## src/rtl/soundbar_level_ctrl.sv

```systemverilog
// Soundbar level controller: turns the raw mic sample stream into a thermometer
// volume code and a colour-scheme select for the pixel renderer. Peak magnitude
// is measured per window and quantised to 0..16. The displayed level attacks
// instantly, then holds, then decays in steps. Level and theme changes are
// committed only on frame_begin, so a frame never tears mid-scan.
//
// state  | meaning
// -------+-------------------------------------------------------------
// HOLD   | level frozen after an attack, hold counter runs down
// DECAY  | level steps down by one every DECAY_FRAMES frames to target
module soundbar_level_ctrl #(
  parameter int SAMPLE_W     = 12,
  parameter int WINDOW       = 4000,
  parameter int HOLD_FRAMES  = 30,
  parameter int DECAY_FRAMES = 8
) (
  input  logic                clock,
  input  logic                reset,
  input  logic                sample_valid,
  input  logic [SAMPLE_W-1:0] sample,
  input  logic                frame_begin,
  input  logic                theme_btn,
  output logic [15:0]         tester,
  output logic [4:0]          level,
  output logic [1:0]          R,
  output logic                window_done
);

  localparam int MW = SAMPLE_W - 1;
  localparam int CW = (WINDOW <= 2) ? 1 : $clog2(WINDOW);
  localparam int HW = (HOLD_FRAMES < 1) ? 1 : $clog2(HOLD_FRAMES + 1);
  localparam int DW = (DECAY_FRAMES <= 1) ? 1 : $clog2(DECAY_FRAMES);

  localparam logic [SAMPLE_W-1:0] MID = {1'b1, {(SAMPLE_W-1){1'b0}}};

  localparam logic [0:0] S_HOLD  = 1'b0;
  localparam logic [0:0] S_DECAY = 1'b1;

  logic [CW-1:0]       win_cnt;
  logic [MW-1:0]       run_max;
  logic [4:0]          target;
  logic [HW-1:0]       hold_cnt;
  logic [DW-1:0]       dec_cnt;
  logic [0:0]          state;
  logic [1:0]          pending;

  logic [SAMPLE_W-1:0] diff;
  logic [MW-1:0]       mag;
  logic [MW-1:0]       max_final;
  logic [4:0]          quant;

  logic [4:0]          lvl_nx;
  logic [HW-1:0]       hold_nx;
  logic [DW-1:0]       dec_nx;
  logic [0:0]          state_nx;

  // Thermometer code: bit i set for every step below the level.
  function automatic logic [15:0] thermo(input logic [4:0] lv);
    logic [15:0] t;
    t = '0;
    for (int i = 0; i < 16; i++) begin
      t[i] = (5'(i) < lv);
    end
    return t;
  endfunction

  // Distance from midpoint; only sample 0 reaches MID, which is clipped to full scale.
  always_comb begin
    diff = '0;
    if (sample >= MID) begin
      diff = sample - MID;
    end else begin
      diff = MID - sample;
    end
    mag = diff[SAMPLE_W-1] ? '1 : diff[MW-1:0];
  end

  // Peak including the current sample, and its 4-bit coarse quantisation plus one.
  always_comb begin
    max_final = (mag > run_max) ? mag : run_max;
    quant     = '0;
    if (max_final != '0) begin
      quant = {1'b0, max_final[MW-1 -: 4]} + 5'd1;
    end
  end

  // Window accumulation; the last window to complete before a frame wins.
  always_ff @(posedge clock or posedge reset) begin
    if (reset) begin
      win_cnt     <= '0;
      run_max     <= '0;
      target      <= '0;
      window_done <= 1'b0;
    end else begin
      window_done <= 1'b0;
      if (sample_valid) begin
        if (win_cnt == CW'(WINDOW - 1)) begin
          win_cnt     <= '0;
          run_max     <= '0;
          target      <= quant;
          window_done <= 1'b1;
        end else begin
          win_cnt <= win_cnt + CW'(1);
          run_max <= max_final;
        end
      end
    end
  end

  // Frame-rate level FSM; uses the target registered before this edge.
  always_comb begin
    lvl_nx   = level;
    hold_nx  = hold_cnt;
    dec_nx   = dec_cnt;
    state_nx = state;
    if (frame_begin) begin
      if (target > level) begin
        lvl_nx   = target;
        hold_nx  = HW'(HOLD_FRAMES);
        dec_nx   = '0;
        state_nx = S_HOLD;
      end else if (state == S_HOLD) begin
        if (hold_cnt != '0) begin
          hold_nx = hold_cnt - HW'(1);
        end else begin
          state_nx = S_DECAY;
          dec_nx   = '0;
        end
      end else if (target < level) begin
        if (dec_cnt == DW'(DECAY_FRAMES - 1)) begin
          lvl_nx = level - 5'd1;
          dec_nx = '0;
        end else begin
          dec_nx = dec_cnt + DW'(1);
        end
      end else begin
        dec_nx = '0;
      end
    end
  end

  // Level state and its thermometer code commit together.
  always_ff @(posedge clock or posedge reset) begin
    if (reset) begin
      level    <= '0;
      tester   <= '0;
      hold_cnt <= '0;
      dec_cnt  <= '0;
      state    <= S_HOLD;
    end else begin
      level    <= lvl_nx;
      tester   <= thermo(lvl_nx);
      hold_cnt <= hold_nx;
      dec_cnt  <= dec_nx;
      state    <= state_nx;
    end
  end

  // Theme requests accumulate; R samples the pre-increment value on frame_begin.
  always_ff @(posedge clock or posedge reset) begin
    if (reset) begin
      pending <= '0;
      R       <= '0;
    end else begin
      if (frame_begin) begin
        R <= pending;
      end
      if (theme_btn) begin
        pending <= pending + 2'd1;
      end
    end
  end

endmodule

```

## config.mk

```make
export PLATFORM = sky130hd
export DESIGN_NAME = soundbar_level_ctrl
export DESIGN_NICKNAME = d
export VERILOG_FILES = /design/src/rtl/soundbar_level_ctrl.sv
export SDC_FILE = /design/constraint.sdc
export NUM_CORES = 1
export LEC_CHECK = 0
export BUFFER_PORTS_ARGS = -buffer_cell sky130_fd_sc_hd__buf_2
export CORE_ASPECT_RATIO = 0.8
export CORE_MARGIN = 2
export CORE_UTILIZATION = 25
export DETAILED_ROUTE_END_ITERATION = 16
export SKIP_LAST_GASP = 1
export SLEW_MARGIN = 10
export SYNTH_ARGS = -nofsm -noshare
export SYNTH_HDL_FRONTEND = slang
export SYNTH_SLANG_ARGS = --single-unit
```

## constraint.sdc

```tcl
create_clock -name clock -period 3.4 [get_ports clock]
set_input_delay 0.68 -clock clock [delete_from_list [all_inputs] [get_ports clock]]
set_output_delay 0.68 -clock clock [all_outputs]
set_load 0.005 [all_outputs]
```

==> out/qor.yml, run 1 <==
status: "finished clean"
arrival_ps: 3570
drtIter0Drc: 227
fp-row-count: 39
total_power_uw: 3560
grt.overflow.total: 0
clock_latency_ps: 320
synth_seq_cells: 62
startpoint_type: "input port"
grt_pass1_vias: 3204
route.detailed.drc: 0
yosys-top-cells-count: "dfrtp_1, inv_1, nand2_1, nor2_1, ha_1"
finalCritPeriodShare_pct: 98.78
ys_seq_area_share_pct: 41.98
drive_gt1_share_pct: 32.02
grt_pass1_wl_um: 15350
path_clk_slew_ps: 60
post-route-min-period_ps: 3359
die-area_um2: 15780
synthTopCellsByArea: "dfrtp_1, ha_1, inv_1"
htree_levels: 3
ant_nets: 0
grt_util_all_layers_pct: 11.74
rsz0062_at_grt: "yes"
maxCapViolations: 0
pin_count: 41
cts_tree: "built"
drt_pass1_iterations: 4
cts_buffers: 9
peakVddDrop_mv: 0.3286
grt_start_max_net_pins: 41
start_util_pct: 25.76
reg2reg_from: "level[3]$_DFF_PP0_"
synthFlopType: "dfrtp_1"
synth_cell_types: 66
cp_max_fo: 7
cts_sinks: 62
required_ps: 3610
power_density_nw_per_um2: 717.3
hold_viol_final: 0
synth_edf_count: 0
die_w_um: 139.9
syn-instance-count: 389
vias: 3187
ys_warn_count: 0
critPathKind: "in -> reg"
tightest_slew_ps: 643.1
hpwl_um: 6721
yosys.area.top_type: "dfrtp_1"
synth.most_common_cell: "dfrtp_1"
hold_buffers: 0
leakage_uw: 0.002230
core_area_um2: 14350
finalSetupViolCount: 0
ys_async_sr_fraction_pct: 100.0
wl_per_cell_um: 13.54
cts_root_buf: "clkbuf_16"
slew_headroom_pct: 56.93
clock.fmax_ghz: 0.2977
netlist_area_um2: 3696
fp.dieH_um: 112.8
cts_buffer_depth: 2
fin_setup_tns_ps: 0
fin_nets: 520
critPathLaunch: "sample[1]"
worstSetupEndpointType: "flop"
avgSynthCellArea_um2: 9.501
areaGrowthSynthToFinish_pct: 34.26
routed_wirelength_um: 9048
viasPerCell: 4.771
gp_congestion: 0.8310
skew_ps: 8.028
antenna_found_initial: 0
synth_top_area_share_pct: 41.98
hold_class: "in -> async"
diodes: 0
numPortBuffers: 40
report.final.slew_viol_count: 0
synth_nets: 430
## cell type report
type                       instances  area (um^2)
inverter                          38        167.7
clock buffer                      11        242.7
fill                            1467         9384
tap                              184        230.2
clock inverter                     5        57.56
timing repair buffer              89        598.1
multi-input combinational        279         2115
sequential                        62         1551
## kinds of logic after synthesis
group / count (synthesis) / share of synthesized area [%]
compound gates: 102 / 19.74
xor+xnor: 14 / 3.318
fa+ha+maj: 24 / 8.125
buf+inv: 48 / 5.348
flops: 62 / 41.98
mux: 7 / 2.133
simple gates: 132 / 19.36
## metrics by stage
step / instance area, um^2 / hold slack (ps) / utilization (%) / setup slack (ps) / cells
finish: 4962 / 383.7 / 34.59 / 41.47 / 668
global route: 4962 / 433.8 / 34.59 / -56.98 / 668
CTS: 4836 / 392.0 / 33.71 / 2.118 / 663
detailed placement: 4442 / 461.3 / 30.96 / -422.8 / 643
global placement: 4442 / 454.8 / 30.96 / -351.6 / 643
floorplan: 3766 / 439.5 / - / -51.71 / 389
## what timing repair did
action	CTS	global route
pin swaps	5	11
resized for setup	11	22
buffers inserted	4	5
setup endpoints to repair	4	15
## critical path, stage by stage
cell and delay [ps]:
buf_12 120, inv_12 50, ha_4 130, or4b_4 480
nor2_4 130, a21oi_2 50, o22a_1 220, ha_4 280
nand4_1 110, or3_4 380, o21ai_4 80, a21oi_4 70
mux2_4 330, ha_4 160, and3_4 130, o22a_1 150
## final timing paths
path | endpoint | slack (ps) | cells past startpoint
setup / recovery | target[2]$_DFFE_PP0P_ | 40 | 16
hold / removal | win_cnt[5]$_DFFE_PP0P_ | 380 | 2
setup reg to reg | tester[10]$_DFF_PP0_ | 600 | 9
hold reg to reg | pending[1]$_DFFE_PP0P_ | 470 | 1
max in group asynchronous | hold_cnt[1]$_DFFE_PP0P_ | 2120 | 3
min in group clock | pending[1]$_DFFE_PP0P_ | 470 | 1
## sequential cells by signal, summed over array words and instances, names as in the netlist
signal,cells
win_cnt,12
hold_cnt,5
window_done,1
level,5
pending,2
dec_cnt,3
R,2
run_max,11
target,5
state,1
tester,15
## cells in the final DEF, fill, tap and decap left out, drive strengths merged, types with 2 or more instances in the layout
| cell | n |
|---|---|
| nand4 | 8 |
| and2 | 2 |
| clkbuf | 11 |
| nand2 | 35 |
| inv | 38 |
| nand3b | 2 |
| buf | 89 |
| nor4 | 5 |
| o22a | 3 |
| a22o | 8 |
| a211o | 2 |
| a21o | 4 |
| xor2 | 5 |
| o21ai | 31 |
| xnor2 | 9 |
| o32ai | 2 |
| a31o | 2 |
| o211ai | 3 |
| nand4b | 3 |
| nor4b | 2 |
| o22ai | 5 |
| clkinv | 4 |
| and3 | 6 |
| or3 | 4 |
| nor3 | 10 |
| dfrtp | 62 |
| a21oi | 18 |
| a211oi | 3 |
| nor2 | 33 |
| o21a | 2 |
| mux2 | 7 |
| a22oi | 3 |
| a31oi | 7 |
| ha | 24 |
| a21boi | 2 |
| nand3 | 15 |
## metal layers
layer	global-route usage (%)	share of wire (%)	up-vias
met5	0	0	-
met4	2.667	0.76	0
met3	3.132	2.8	8
met2	18.50	46	49
met1	16.27	50	1546
li1	-	-	1584
## where the power goes
| group | internal, uW | switching (uW) | leakage (uW) | total, uW |
|---|---|---|---|---|
| Combinational | 691 | 785 | 0.00133 | 1480 |
| Sequential | 982 | 190 | 0.000750 | 1170 |
| Clock | 588 | 324 | 0.000150 | 912 |
Note: power is estimated with default switching activity, not from simulation.
==> inputs of run 2 (changes only) <==
- MAX_ROUTING_LAYER: not set -> met4
- SETUP_SLACK_MARGIN: not set -> 0.4
==> out/qor.yml, run 2 (synthesized netlist as in run 1, its figures left out) <==
status: "complete, but fails checks"
violations: "setup timing"
diodes: 0  # unchanged
drive_gt1_share_pct: 34.36  # +2.3 points
total_power_uw: 3661  # +2.9%
routed_wirelength_um: 8839  # -2.3%
regMostFlops: "tester"
layout_common_cells: "dfrtp_1, buf_4, buf_2"
startpoint_type: "input port"
required_ps: 3610  # about the same
top_regs: "tester (15), win_cnt (12), run_max (11)"
cts_tree: "built"
hold_class: "in -> async"
cts_root_buf: "clkbuf_16"
arrival_ps: 3630  # +60 ps
leakage_uw: 0.002258  # +1.2%
fin_ws_ps: -12.95  # -54.42 ps
drtIter0Drc: 156  # -31%
skew_ps: 3.218  # -4.810 ps
critPathKind: "in -> reg"
slew_headroom_pct: 59.71  # +2.8 points
post-route-min-period_ps: 3413  # +54.42 ps
clock_latency_ps: 330  # about the same
largest_register_ffs: 15  # unchanged
clock.fmax_ghz: 0.2930  # -1.6%
core_area_um2: 14350  # unchanged
maxCapViolations: 0  # unchanged
hpwl_um: 6380  # -5.1%
route.detailed.drc: 0  # unchanged
start_util_pct: 25.76  # unchanged
grt.overflow.total: 0  # unchanged
fp-row-count: 39  # unchanged
cts_buffers: 9  # unchanged
fp.dieH_um: 112.8  # unchanged
grt_start_max_net_pins: 45  # +9.8%
antenna_found_initial: 0  # unchanged
numPortBuffers: 40  # unchanged
dpl-instance-area_um2: 4481  # +0.87%
rsz0062_at_grt: "yes"
ant_nets: 0  # unchanged
fin_nets: 525  # +0.96%
die_w_um: 139.9  # unchanged
die-area_um2: 15780  # unchanged
grt_pass1_vias: 3207  # +0.094%
wl_per_cell_um: 13.13  # -3.0%
tightest_slew_ps: 601.6  # -41.49 ps
areaGrowthSynthToFinish_pct: 35.78
hold_buffers: 0  # unchanged
viasPerCell: 4.779  # +0.16%
worstSetupEndpointType: "flop"
power_density_nw_per_um2: 729.5  # +1.7%
drt_pass1_iterations: 4  # unchanged
vias: 3216  # +0.91%
hold_viol_final: 0  # unchanged
cts_buffer_depth: 2  # unchanged
cp_max_fo: 7  # unchanged
finalSetupViolCount: 1  # +1
gp_congestion: 0.8626  # +3.8%
pin_count: 41  # unchanged
path_clk_slew_ps: 50  # about the same
cts_sinks: 62  # unchanged
peakVddDrop_mv: 0.2516  # -23%
final_common_cell: "dfrtp_1"
finalCritPeriodShare_pct: 100.4  # +1.6 points
report.final.slew_viol_count: 0  # unchanged
critPathLaunch: "sample[1]"
htree_levels: 3  # unchanged
grt_pass1_wl_um: 15430  # +0.50%
final_area_um2: 5019  # +1.1%
reg2reg_from: "level[3]$_DFF_PP0_"
grt_util_all_layers_pct: 12.15  # +0.40 points
-- run 2: final timing paths --
check / to / slack [ps] / cells past startpoint
setup / recovery: target[2]$_DFFE_PP0P_ / -10 / 16
hold / removal: win_cnt[5]$_DFFE_PP0P_ / 350 / 2
setup reg to reg: tester[2]$_DFF_PP0_ / 660 / 11
min in group clock: pending[0]$_DFFE_PP0P_ / 490 / 1
max in group asynchronous: hold_cnt[3]$_DFFE_PP0P_ / 2140 / 3
hold reg to reg: pending[0]$_DFFE_PP0P_ / 490 / 1
-- run 2: what timing repair did --
item	CTS	global route
gates resized for setup	26	14
endpoints found under the setup margin	16	17
pin swaps	17	11
setup buffers	4	6
-- run 2: layer usage --
layer / vias to the layer above / share of wire (%) / track usage [%]
met5: - / 0 / -
met4: 0 / 0.77 / 3.133
met3: 10 / 4.0 / 3.132
met2: 47 / 48 / 18.86
met1: 1568 / 47 / 15.92
li1: 1591 / - / -
-- run 2: power breakdown --
part / switching (uW) / total, uW / internal [uW] / leakage (uW)
combinational: 836 / 1580 / 741 / 0.00136
clock: 319 / 922 / 603 / 0.000152
sequential: 180 / 1160 / 982 / 0.000750
-- run 2: layout make-up --
cell class / count / area [um^2]
Clock buffer: 12 / 256.5
Clock inverter: 4 / 45.04
Fill cell: 1460 / 9328
Inverter: 38 / 162.7
Multi-Input combinational cell: 279 / 2138
Sequential cell: 62 / 1551
Tap cell: 184 / 230.2
Timing Repair Buffer: 94 / 634.4
-- run 2: worst max-delay path, cell delays in order --
cell     delay, ps
buf_12         120
inv_12          40
ha_4           120
or4b_4         480
nor2_4         140
a21oi_2         60
o22a_1         210
ha_4           280
nand4_1        110
or3_4          430
o21ai_4         90
a21oi_4         80
mux2_4         340
ha_4           170
and3_4         140
o22a_1         150
-- run 2: per-stage QoR --
| stage | TNS (ps) | setup WS [ps] | instances | hold WS (ps) | util (%) |
|---|---|---|---|---|---|
| floorplan | -65.69 | -51.71 | 389 | 439.5 | - |
| global placement | -3154 | -358.0 | 647 | 453.9 | 31.23 |
| detailed placement | -4002 | -418.5 | 647 | 478.8 | 31.23 |
| CTS | 0 | 66.06 | 667 | 353.2 | 34.28 |
| global route | -673.5 | -145.1 | 673 | 367.8 | 34.98 |
| finish | -12.95 | -12.95 | 673 | 345.2 | 34.98 |
